`src/rtl/instr_encoder.sv`:
```
// RV32I instruction encoder: field bundle in, 32-bit machine word out.
// Two register stages with valid/ready on both sides: stage 1 captures the
// request fields, stage 2 registers the encoded word and its range-error flag.
module instr_encoder #(
  parameter int CNT_W = 16
) (
  input  logic                     clk,
  input  logic                     rst,
  input  logic                     in_valid,
  output logic                     in_ready,
  input  logic [2:0]               fmt,
  input  logic [6:0]               opcode,
  input  logic [4:0]               rd,
  input  logic [4:0]               rs1,
  input  logic [4:0]               rs2,
  input  logic [2:0]               funct3,
  input  logic [6:0]               funct7,
  input  logic signed [31:0]       imm,
  output logic                     out_valid,
  input  logic                     out_ready,
  output logic [31:0]              out_instr,
  output logic                     out_err,
  output logic [CNT_W-1:0]         enc_count
);

  localparam logic [2:0] FMT_I = 3'b000;
  localparam logic [2:0] FMT_S = 3'b001;
  localparam logic [2:0] FMT_B = 3'b010;
  localparam logic [2:0] FMT_U = 3'b011;
  localparam logic [2:0] FMT_J = 3'b100;
  localparam logic [2:0] FMT_R = 3'b101;

  localparam logic [31:0] NOP_WORD = 32'h0000_0013;

  // True when imm[31:msb] are all copies of one bit, i.e. the value fits a
  // signed field whose sign bit sits at position msb.
  function automatic logic imm_fits(input logic signed [31:0] v,
                                    input int unsigned msb);
    logic signed [31:0] s;
    s = v >>> msb;
    return (s == 32'sd0) || (s == -32'sd1);
  endfunction

  // Saturating increment: sticks at all-ones instead of wrapping.
  function automatic logic [CNT_W-1:0] sat_inc(input logic [CNT_W-1:0] c);
    return (&c) ? c : c + 1'b1;
  endfunction

  logic                vld_p1;
  logic                vld_p2;
  logic [2:0]          r_fmt_p1;
  logic [6:0]          r_opcode_p1;
  logic [4:0]          r_rd_p1;
  logic [4:0]          r_rs1_p1;
  logic [4:0]          r_rs2_p1;
  logic [2:0]          r_funct3_p1;
  logic [6:0]          r_funct7_p1;
  logic signed [31:0]  r_imm_p1;
  logic [31:0]         r_instr_p2;
  logic                r_err_p2;
  logic [CNT_W-1:0]    r_cnt;

  logic                w_s1_ready;
  logic                w_s2_ready;
  logic [31:0]         w_instr;
  logic                w_err;

  assign w_s2_ready = !vld_p2 || out_ready;
  assign w_s1_ready = !vld_p1 || w_s2_ready;
  assign in_ready   = w_s1_ready;
  assign out_valid  = vld_p2;
  assign out_instr  = r_instr_p2;
  assign out_err    = r_err_p2;
  assign enc_count  = r_cnt;

  // ---- stage 0 -> 1 : capture request fields ----

  // Stage-1 valid: refilled (or emptied) whenever stage 1 is allowed to move.
  always_ff @(posedge clk or posedge rst) begin
    if (rst) begin
      vld_p1 <= 1'b0;
    end else if (w_s1_ready) begin
      vld_p1 <= in_valid;
    end
  end

  // Stage-1 fields: loaded only on an accepted request, held during stalls.
  always_ff @(posedge clk) begin
    if (in_valid && w_s1_ready) begin
      r_fmt_p1    <= fmt;
      r_opcode_p1 <= opcode;
      r_rd_p1     <= rd;
      r_rs1_p1    <= rs1;
      r_rs2_p1    <= rs2;
      r_funct3_p1 <= funct3;
      r_funct7_p1 <= funct7;
      r_imm_p1    <= imm;
    end
  end

  // ---- stage 1 -> 2 : encode and register the word ----

  // Field packing per format; out-of-range immediates still encode their low bits.
  always_comb begin
    w_instr = NOP_WORD;
    w_err   = 1'b1;
    case (r_fmt_p1)
      FMT_I: begin
        w_instr = {r_imm_p1[11:0], r_rs1_p1, r_funct3_p1, r_rd_p1, r_opcode_p1};
        w_err   = !imm_fits(r_imm_p1, 11);
      end
      FMT_S: begin
        w_instr = {r_imm_p1[11:5], r_rs2_p1, r_rs1_p1, r_funct3_p1,
                   r_imm_p1[4:0], r_opcode_p1};
        w_err   = !imm_fits(r_imm_p1, 11);
      end
      FMT_B: begin
        w_instr = {r_imm_p1[12], r_imm_p1[10:5], r_rs2_p1, r_rs1_p1, r_funct3_p1,
                   r_imm_p1[4:1], r_imm_p1[11], r_opcode_p1};
        w_err   = !imm_fits(r_imm_p1, 12) || r_imm_p1[0];
      end
      FMT_U: begin
        w_instr = {r_imm_p1[31:12], r_rd_p1, r_opcode_p1};
        w_err   = (r_imm_p1[11:0] != 12'd0);
      end
      FMT_J: begin
        w_instr = {r_imm_p1[20], r_imm_p1[10:1], r_imm_p1[11], r_imm_p1[19:12],
                   r_rd_p1, r_opcode_p1};
        w_err   = !imm_fits(r_imm_p1, 20) || r_imm_p1[0];
      end
      FMT_R: begin
        w_instr = {r_funct7_p1, r_rs2_p1, r_rs1_p1, r_funct3_p1, r_rd_p1, r_opcode_p1};
        w_err   = 1'b0;
      end
      default: begin
        w_instr = NOP_WORD;
        w_err   = 1'b1;
      end
    endcase
  end

  // Output stage: advances when empty or drained; holds word and flag while stalled.
  always_ff @(posedge clk or posedge rst) begin
    if (rst) begin
      vld_p2     <= 1'b0;
      r_instr_p2 <= 32'd0;
      r_err_p2   <= 1'b0;
    end else if (w_s2_ready) begin
      vld_p2 <= vld_p1;
      if (vld_p1) begin
        r_instr_p2 <= w_instr;
        r_err_p2   <= w_err;
      end
    end
  end

  // ---- output handshake accounting ----

  // Count delivered words, saturating at all-ones.
  always_ff @(posedge clk or posedge rst) begin
    if (rst) begin
      r_cnt <= '0;
    end else if (vld_p2 && out_ready) begin
      r_cnt <= sat_inc(r_cnt);
    end
  end

endmodule

```
`config.mk`:
```
export PLATFORM = sky130hd
export DESIGN_NAME = instr_encoder
export DESIGN_NICKNAME = d
export VERILOG_FILES = /design/src/rtl/instr_encoder.sv
export SDC_FILE = /design/constraint.sdc
export NUM_CORES = 1
export LEC_CHECK = 0
export ABC_AREA = 1
export BUFFER_PORTS_ARGS = -buffer_cell sky130_fd_sc_hd__buf_2
export CAP_MARGIN = 30
export CORE_UTILIZATION = 53
export CTS_CLUSTER_DIAMETER = 80
export DETAILED_ROUTE_END_ITERATION = 8
export PLACE_DENSITY = 0.9
export SLEW_MARGIN = 5
export SYNTH_ARGS = -nofsm -noshare
export SYNTH_HDL_FRONTEND = slang
export SYNTH_SLANG_ARGS = --single-unit
```
`constraint.sdc`:
```
create_clock -name clk -period 2.7 [get_ports clk]
set_clock_uncertainty 0.05 [all_clocks]
set_input_delay 0.675 -clock clk [delete_from_list [all_inputs] [get_ports clk]]
set_output_delay 0.675 -clock clk [all_outputs]
set_load 0.03 [all_outputs]
```
==> key figures, run 1 <==
Timing
  – Maximum operating frequency: between 500 and 600 MHz
  – Fin Hold WS: between 60 and 70 ps
  – Unrepaired setup endpoints after global routing: no
  – Min Clock Period, post-route: 2000 ps
  – Least-Margin Pin Slew: 603 ps
  – Slew Limit Fails: 0
  – Max_slew headroom: about three fifths
  – Final Hold Vio Count: 0
  – Fin crit share: roughly three quarters
  – Final number of setup-violating endpoints: 0
  – Setup TNS: 0 ps

Floorplan
  – Row count: 34
  – Core region area: 8890 um2
  – Initial Util: a little under three fifths
  – Die X: approximately 99 um
  – Die footprint: ~10000 um2
  – I/O pins: 122
  – Die Y: between 90 and 100 um

Status
  – Status: finished, final reports clean

Layout
  – Register area: approximately 3300 um2
  – Area grow syn2layout: 26.6%
  – Layout cell share with drive strength beyond 1: between 20% and 30%
  – Layout fillers: 640
  – Area of the multi-input gates: about 1500 um2
  – # nets final: approximately 700
  – Fin area: 6300 um2
  – # diodes: 0
  – Fin util: 70.8%

Worst setup path
  – Slowest CP cell: dfrtp_1
  – Crit path DAT: between 1000 and 1500 ps
  – Worst-path cell chain: nand3_2, buf_2
  – Reg2reg end: enc_count[5]
  – Crit path largest cell delay: 450 ps
  – R2r startpoint: enc_count[0]
  – Critical path required time: between 1500 and 2000 ps
  – Reg2Reg Depth: 8
  – WS Path Type: register to primary output
  – Critical path fanouts, max: 5
  – Reg-to-reg slack, setup: 830 ps
  – Startpoint types: register
  – CP Capture Type: primary output

Route
  – Vias: a little under 4000
  – First-pass iteration count of the detailed router: 5
  – Final ANT Viol Nets: 0
  – WL/cell: roughly 16 um
  – DRC: 0
  – DR iter-0 viols: between 200 and 250
  – Routed wire length: 11.8 mm
  – Drt via density: between 5 and 6

GRT
  – GRT Total Usage: 26.1%
  – First-pass GRT wire length: approximately 19 mm
  – Grt total ovfl: 0
  – Largest net degree at the start of global routing: 53
  – Number of global-route vias before repair: slightly below 4000
  – Antenna violations before repair: 0

Synth
  – Yosys cell types: 30
  – Simple-gate portion of the synthesized area: 20.1%
  – Asr flop ratio synth: a little over two fifths
  – Largest family of logic cells by synthesized area: simple AND/OR/NAND/NOR gates
  – Cell taking the most area after synthesis: edfxtp_1
  – XOR/XNOR Fraction of Synth Area: 2.46%
  – Most common cell in the synthesized netlist: nand2_1
  – Compound-cell area share of the yosys netlist: ~6.4%
  – Mapped Area: ~5000 um2
  – Main synth FF type: edfxtp_1
  – Post-synthesis cell count: 494
  – Post-synth EDFFs: between 60 and 70
  – Net Count, Synth: 566
  – Commonest cells post-synth: 169 x nand2_1, 67 x edfxtp_1, 51 x dfrtp_1, 44 x nor2_1, 40 x inv_1
  – Synth Area in Adders: less than 1%
  – Post-synthesis average cell area: between 10 and 15 um2
  – Sequential element share of the synthesized area: 66.1%
  – Area contributors post-synth: edfxtp_1 40%, dfrtp_1 26%, nand2_1 13%, nor2_1 3.3%, inv_1 3.0%
  – Yosys top cell area share: about two fifths
  – Mux contribution to synthesized area: 0%
  – Number of synthesized register bits: between 100 and 150
  – Synth Warn #: 0

Clock network
  – Hold_buf cts: 0
  – Clock slew at reported path FFs: 60 ps
  – CTS tree: built
  – Clock Path Buffers: 2
  – Number of CTS-inserted buffers: 17
  – CTS sink count: 118
  – Cts repair resizes: 0
  – Depth of the CTS H-tree: 4
  – Root buffer cell: clkbuf_8
  – Clock latency on the worst-skew pair: roughly 520 ps
  – Post CTS Setup Buffer Count: 0

Pwr
  – Net Sw Frac: 31.1%
  – P_int: approximately 3.9 mW
  – Clock Power Share: 38.4%
  – PD cells: around 900 nW/um2
  – Leak: 3.01 nW
  – Reg power frac: 42.1%
  – Worst vdd ir: roughly 0.65 mV
  – Net Switching: around 1.8 mW
  – Comb power frac: about a fifth

Placement
  – Routability congestion estimate: 0.940
  – HPWL after DPL: about 8.4 mm
  – Port Buffers: 121
  – Area post-placement: around 5700 um2

Flow run
  – Max Cap Viol: 0

Hold path
  – Worst Hold Class: input port to asynchronous set/reset pin
worst max-delay path: cells and delay by family, from the launching register on:
kind | cells | cell delay [ps]
DFF | 1 | 450
buffers and inverters | 1 | 190
and+or+nand+nor | 1 | 130
metrics by stage:
step           setup WS [ps]  cells  power, mW
2_1_floorplan            127    494       3.13
3_3_place_gp             560    718       3.48
3_5_place_dp             502    718       3.52
4_1_cts                  681    750       5.70
5_1_grt                  632    750       5.90
6_report                 704    750       5.68
how the worst max path moves through the flow:
stage	slack, ps	endpoint	cells past startpoint	startpoint
finish	700	in_ready	2	out_valid
global placement	560	r_imm_p1[9]	6	out_ready
CTS	680	in_ready	2	out_valid
global route	630	in_ready	2	out_valid
detailed placement	500	r_imm_p1[3]	6	out_ready
floorplan	130	r_fmt_p1[0]	4	out_ready
layout make-up:
class / instances / share of cell area [%]
Clock buffer: 25 / 8.23
Clock inverter: 7 / 1.03
Inverter: 47 / 2.86
Multi-Input combinational cell: 320 / 23.2
Sequential cell: 118 / 52.2
Tap cell: 108 / 2.15
Timing Repair Buffer: 125 / 10.3
power groups by stage:
stage               registers, mW  clock network, mW  logic, mW
floorplan                    2.74                  0      0.387
global placement             2.41                  0       1.07
detailed placement           2.42                  0       1.10
CTS                          2.39               2.20       1.11
global route                 2.42               2.29       1.19
finish                       2.39               2.18       1.11
metal layers:
metal / global-route usage (%) / part of all wire, % / vias to the layer above
li1: - / - / 1894
met2: 43.9 / 51 / 189
met3: 5.82 / 6.0 / 22
met1: 32.6 / 42 / 1864
met5: 0 / 0 / -
met4: 11.4 / 2.0 / 0
cells by family after synthesis:
kind of cell / after synthesis
compound gates: 58
flops: 118
fa+ha+maj: 1
buf+inv: 56
simple gates: 247
xor+xnor: 14
registers in the layout, indices dropped and copies added, names as in the netlist:
name and cells:
enc_count 16, r_rs2_p1 5, out_err 1, r_rs1_p1 5
out_valid 1, r_imm_p1 32, out_instr 32, r_opcode_p1 7
r_funct7_p1 7, vld_p1 1, r_funct3_p1 3, r_fmt_p1 3
r_rd_p1 5
cells in the final DEF, fill, tap and decap left out, types with 2 or more instances in the layout:
cell type	netlist	layout
nand2_1	169	169
buf_2	1	121
edfxtp_1	67	67
dfrtp_1	51	51
nor2_1	44	44
inv_1	40	38
o21ai_0	24	24
clkbuf_16	0	19
nand3_1	13	12
o21ai_1	11	11
a21oi_1	10	10
inv_2	7	8
xor2_1	8	8
nand4_1	7	7
o22ai_1	6	6
xnor2_1	6	6
nor3_1	5	5
nand3_2	3	4
clkbuf_1	5	4
clkinv_2	0	4
o211ai_1	3	3
clkinvlp_4	0	3
buf_4	1	3
nor2_2	2	2
nand2_2	2	2
clkbuf_8	0	2
No activity file was read; power rests on OpenSTA's default activity.
==> run 2: changes to the inputs <==
==> constraint.sdc (replaced) <==
create_clock -name clk -period 2.06 [get_ports clk]
set_clock_uncertainty 0.05 [all_clocks]
set_input_delay 0.515 -clock clk [delete_from_list [all_inputs] [get_ports clk]]
set_output_delay 0.515 -clock clk [all_outputs]
set_load 0.03 [all_outputs]
==> run 2 against run 1 <==
  * Core utilization rose by 0.53 points
  * Setup slack lost 510 ps
  * Cell count increased by 0.53%
  * First-iteration DRC count rose by 100%
  * Die area is the same
  * Final area up 0.76%
  * Register-to-register slack worse by 570 ps
  * Via count grew 4.3%
  * Global-route usage up 0.34 points
  * Hold slack better by 55 ps
  * Clock-buffer cell count fell by 2
==> key figures, run 2 (synthesis gave the netlist of run 1 again) <==
Floorplan
  – Die X: 98.9 um
  – Core region area: between 8000 and 9000 um2
  – I/O pins: approximately 120
  – Die footprint: 9780 um2
  – Initial Util: 56.0%
  – Row count: 34
  – Die Y: 98.9 um

Worst setup path
  – Crit path largest cell delay: 460 ps
  – Reg2Reg Depth: 8
  – Worst-path cell chain: nand3_4, buf_2
  – Critical path required time: 1490 ps
  – Startpoint types: register
  – R2r startpoint: enc_count[0]
  – Slowest CP cell: dfrtp_2
  – Critical path fanouts, max: 5
  – CP Capture Type: primary output
  – WS Path Type: register to primary output
  – Reg-to-reg slack, setup: 260 ps
  – Reg2reg end: enc_count[3]
  – Crit path DAT: roughly 1300 ps

Layout
  – Register area: roughly 3300 um2
  – Layout fillers: just under 600
  – Most frequent cells in the layout: 168 x nand2_1, 121 x buf_2, 67 x edfxtp_1
  – Area grow syn2layout: 27.5%
  – Fin area: about 6300 um2
  – Layout cell share with drive strength beyond 1: between 20% and 30%
  – Area of the multi-input gates: roughly 1500 um2
  – Commonest non-fill, non-tap cell in the layout: nand2_1
  – # diodes: 0
  – # nets final: between 700 and 800

Hold path
  – Hold endpoint: r_imm_p1[29]
  – Hold path depth: 1
  – Min-delay src: imm[29]
  – Worst Hold Class: input port to register

GRT
  – Antenna violations before repair: 0
  – GRT Total Usage: a little over a quarter
  – Grt total ovfl: 0
  – First-pass GRT wire length: a little under 20 mm
  – Largest net degree at the start of global routing: 38
  – Number of global-route vias before repair: 4033

Placement
  – Area post-placement: roughly 5800 um2
  – Routability congestion estimate: 1.02
  – HPWL after DPL: around 8.5 mm
  – Port Buffers: roughly 120
  – Setup WS pre-CTS: 244 ps

Pwr
  – PD cells: about 1200 nW/um2
  – Leak: a little over 3 nW
  – Worst vdd ir: slightly below 0.7 mV

Timing
  – Final number of setup-violating endpoints: 0
  – Slew Limit Fails: 0
  – Final worst slack: ~190 ps
  – Unrepaired setup endpoints after global routing: no
  – Maximum operating frequency: roughly 540 MHz
  – Fin crit share: between 90% and 100%
  – Final Hold Vio Count: 0
  – Least-Margin Pin Slew: between 500 and 600 ps
  – Min Clock Period, post-route: around 1900 ps
  – Setup TNS: 0 ps
  – Max_slew headroom: roughly 61%

Clock network
  – CTS sink count: between 100 and 150
  – Root buffer cell: clkbuf_8
  – Depth of the CTS H-tree: 4
  – Clock latency on the worst-skew pair: around 510 ps
  – Clock Path Buffers: 2
  – CTS tree: built
  – Number of CTS-inserted buffers: 17
  – Cts repair resizes: 0
  – Post CTS Setup Buffer Count: 0
  – Clock slew at reported path FFs: approximately 60 ps

Flow run
  – Max Cap Viol: 0

Route
  – DR iter-0 viols: 457
  – Vias: 4141
  – Drt via density: 5.49
  – Final ANT Viol Nets: 0
  – First-pass iteration count of the detailed router: 6
  – DRC: 0
  – WL/cell: 15.9 um
  – Routed wire length: 12.0 mm

Status
  – Status: finished, final reports clean
-- run 2: routing by layer --
layer / up-vias / wire [um] / GRT usage (%)
li1: 1909 / - / -
met1: 1959 / 4510 / 32.0
met2: 240 / 6210 / 44.9
met3: 33 / 961 / 5.74
met4: 0 / 292 / 13.4
met5: - / 0 / 0
-- run 2: worst max-delay path by stage --
stage,endpoint,from,slack [ps]
finish,in_ready,out_valid,190
detailed placement,out_instr[28],out_ready,240
global route,enc_count[3],enc_count[0],150
CTS,in_ready,out_valid,180
global placement,enc_count[11],enc_count[0],330
floorplan,r_fmt_p1[0],out_ready,-190
-- run 2: what timing repair did --
item | CTS | global route
endpoints found under the hold margin | 11 | 0
endpoints found under the setup margin | 0 | 0
hold buffers | 1 | 0
-- run 2: per-stage QoR --
step	power [mW]	utilization, %	hold WS (ps)	std cells
after floorplan	4.10	-	391	494
after global placement	4.59	64.9	398	721
after detailed placement	4.65	64.9	413	721
after CTS	7.46	71.3	102	754
after global routing	7.73	71.3	103	754
final	7.43	71.3	124	754
-- run 2: worst max-delay path: cells and delay by family, from the launching register on --
kind / cells / cell delay (ps)
buffers and inverters: 1 / 210
and+or+nand+nor: 1 / 120
DFF: 1 / 460
-- run 2: final cells by class --
class,count,area share (%)
Tap cell,108,2.13
Timing Repair Buffer,129,10.9
Clock inverter,9,1.54
Multi-Input combinational cell,320,23.3
Clock buffer,23,7.38
Inverter,47,2.90
Sequential cell,118,51.9
-- run 2: power breakdown --
group / switching, mW / internal, mW / total (mW)
registers: 0.276 / 2.87 / 3.14
clock network: 0.988 / 1.81 / 2.80
logic: 1.05 / 0.437 / 1.49
==> run 3: changes to the inputs <==
--- a/config.mk
+++ b/config.mk
@@ -5,7 +5,6 @@
 export SDC_FILE = /design/constraint.sdc
 export NUM_CORES = 1
 export LEC_CHECK = 0
-export ABC_AREA = 1
 export BUFFER_PORTS_ARGS = -buffer_cell sky130_fd_sc_hd__buf_2
 export CAP_MARGIN = 30
 export CORE_UTILIZATION = 53
==> constraint.sdc (replaced) <==
create_clock -name clk -period 2.1 [get_ports clk]
set_clock_uncertainty 0.05 [all_clocks]
set_input_delay 0.525 -clock clk [delete_from_list [all_inputs] [get_ports clk]]
set_output_delay 0.525 -clock clk [all_outputs]
set_load 0.03 [all_outputs]
==> run 3 against run 2 <==
  * Synthesized cell count down 22%
  * Cell count down 15%
  * Clock-buffer cell count is 6 lower
  * Sequential cell count unchanged
  * Critical path depth is 3 higher
  * Register-to-register slack got worse by 70 ps
  * Sequential power is 6% lower
==> key figures, run 3 <==
Layout
  – # diodes: 0
  – Post-route non-filler standard cell count: about 640
  – Commonest non-fill, non-tap cell in the layout: buf_2
  – Most frequent cells in the layout: 121 x buf_2, 67 x edfxtp_1, 51 x dfrtp_1
  – Fin util: a little under three quarters
  – Layout cell share with drive strength beyond 1: around a third
  – Area grow syn2layout: 26.9%
  – # nets final: between 500 and 600

Clock network
  – Depth of the CTS H-tree: 4
  – Clock latency on the worst-skew pair: 510 ps
  – Number of CTS-inserted buffers: 17
  – Clock slew at reported path FFs: 60 ps
  – CTS tree: built
  – Root buffer cell: clkbuf_8
  – CTS sink count: ~120
  – Clock Path Buffers: 2

Synth
  – Mapped Area: between 4000 and 5000 um2
  – Main synth FF type: edfxtp_1
  – Post-synth EDFFs: 67
  – Yosys top cell area share: between 40% and 50%
  – Area contributors post-synth: edfxtp_1 40%, dfrtp_1 26%, nand2_1 3.0%, o221ai_1 2.6%, mux2i_1 2.4%
  – Synth Warn #: 0
  – Net Count, Synth: approximately 460
  – Asr flop ratio synth: 43.2%
  – Cell taking the most area after synthesis: edfxtp_1
  – Most common cell in the synthesized netlist: edfxtp_1
  – Number of synthesized register bits: ~120
  – Yosys cell types: 41
  – Post-synthesis average cell area: between 10 and 15 um2
  – Sequential element share of the synthesized area: about 66%
  – Commonest cells post-synth: 67 x edfxtp_1, 51 x dfrtp_1, 40 x nand2_1, 17 x nor2b_1, 16 x o21ai_0
  – Post-synthesis cell count: approximately 390

Floorplan
  – Row count: 34
  – Die footprint: between 9000 and 10000 um2
  – Die X: 98.8 um
  – Core region area: 8890 um2
  – I/O pins: about 120
  – Die Y: a little under 100 um
  – Initial Util: 55.9%

GRT
  – Number of global-route vias before repair: 3663
  – Antenna violations before repair: 0
  – Largest net degree at the start of global routing: between 60 and 70
  – Grt total ovfl: 0
  – GRT Total Usage: between 20% and 30%
  – First-pass GRT wire length: between 15 and 20 mm

Timing
  – Min Clock Period, post-route: about 1900 ps
  – Setup TNS: 0 ps
  – Max_slew headroom: 57.0%
  – Least-Margin Pin Slew: 643 ps
  – Fin Hold WS: between 100 and 150 ps
  – Final Hold Vio Count: 0
  – Slew Limit Fails: 0
  – Maximum operating frequency: about 520 MHz
  – Fin crit share: between 90% and 100%
  – Final number of setup-violating endpoints: 0
  – Unrepaired setup endpoints after global routing: no

Worst setup path
  – Crit path DAT: 2270 ps
  – Critical path required time: ~2500 ps
  – Critical path fanouts, max: 15
  – Startpoint types: register
  – CP Capture Type: register
  – WS Path Type: register to register
  – Reg2Reg Depth: 5

Hold path
  – Hold path depth: 1
  – Worst Hold Class: input port to register

Pwr
  – Worst vdd ir: about 0.8 mV
  – Power consumption: ~6.9 mW
  – PD cells: between 1000 and 1500 nW/um2
  – Leak: 2.67 nW

Route
  – First-pass iteration count of the detailed router: 5
  – WL/cell: ~18 um
  – Final ANT Viol Nets: 0
  – Vias: around 3700
  – Routed wire length: roughly 11 mm
  – DR iter-0 viols: 236
  – DRC: 0
  – Drt via density: between 5 and 6

Placement
  – Placed cell count: just over 600
  – HPWL after DPL: about 8 mm
  – Routability congestion estimate: about 0.89
  – Port Buffers: 121

Flow run
  – Max Cap Viol: 0

Status
  – Status: finished, final reports clean
-- run 3: changes by cell type in the layout (fill, tap and decap cells not counted), moves of 6 or more --
| cell | before | now |
|---|---|---|
| a22oi_1 | 0 | 12 |
| o21ai_0 | 24 | 16 |
| nor4_1 | 0 | 6 |
| inv_2 | 8 | 1 |
| nor2b_1 | 0 | 17 |
| mux2i_1 | 0 | 12 |
| inv_1 | 37 | 1 |
| o22ai_1 | 6 | 0 |
| o21a_1 | 0 | 9 |
| nand2_1 | 168 | 40 |
| and3_1 | 0 | 7 |
| o221ai_1 | 1 | 15 |
| nor2_1 | 44 | 14 |
-- run 3: repair_timing --
| action | 4_1_cts | 5_1_grt |
|---|---|---|
| setup buffers | 0 | 0 |
| hold buffers | 1 | 0 |
| endpoints found under the hold margin | 12 | 0 |
| endpoints found under the setup margin | 0 | 0 |
| gates resized for setup | 0 | 0 |
-- run 3: power breakdown --
part | internal, mW | total, mW | switching (mW) | leakage [nW]
combinational | 0.396 | 1.16 | 0.767 | 1.12
sequential | 2.74 | 2.96 | 0.219 | 1.28
clock | 1.69 | 2.74 | 1.05 | 0.275
-- run 3: final timing paths --
check,startpoint,endpoint,slack [ps]
max in group asynchronous,rst,out_instr[24],1010
setup / recovery,r_fmt_p1[2],out_instr[27],190
hold / removal,funct7[6],r_funct7_p1[6],140
setup reg to reg,r_fmt_p1[2],out_instr[27],190
min in group asynchronous,rst,out_instr[2],480
hold reg to reg,out_instr[6],out_instr[6],410
-- run 3: cell families (layout without fill, tap and decap cells) --
kind of cell               count (synthesis)  after routing  synth area share (%)
AOI/OAI and AO/OA                         91             91                  12.6
xor gates and xnor gates                  14             14                  2.47
adders and majority gates                  1              1                 0.252
buffers and inverters                     23            167                  2.01
DFF                                      118            118                  66.2
muxes                                     18             18                  3.78
and+or+nand+nor                          122            122                  12.7
-- run 3: routing by layer --
metal	wire (um)	part of all wire, %	track usage, %	vias up
met5	0	0	0	-
met4	237	2.1	9.76	0
met3	832	7.4	7.38	22
met2	5580	50	40.8	168
met1	4550	41	30.8	1801
li1	-	-	-	1728
-- run 3: metrics by stage --
step / setup WS (ps) / cell area (um2)
5_1_grt: 106 / 6310
6_report: 192 / 6310
4_1_cts: 186 / 6310
2_1_floorplan: 160 / 4970
3_3_place_gp: 264 / 5730
3_5_place_dp: 237 / 5730
-- run 3: layout make-up --
cell class	count	area, um2
flip-flops and latches	118	3290
fillers	591	2580
multi-input cells	246	1580
repair buffers	133	723
clock buffers	17	414
clock inverters	15	155
well taps	108	135
inverters	2	7.51
-- run 3: critical path, cell delays in order, from the launching register on --
cell and delay [ps]:
edfxtp_1 520, buf_4 270, nor2_1 90, nor2b_1 410, o221ai_1 210, o21ai_0 240
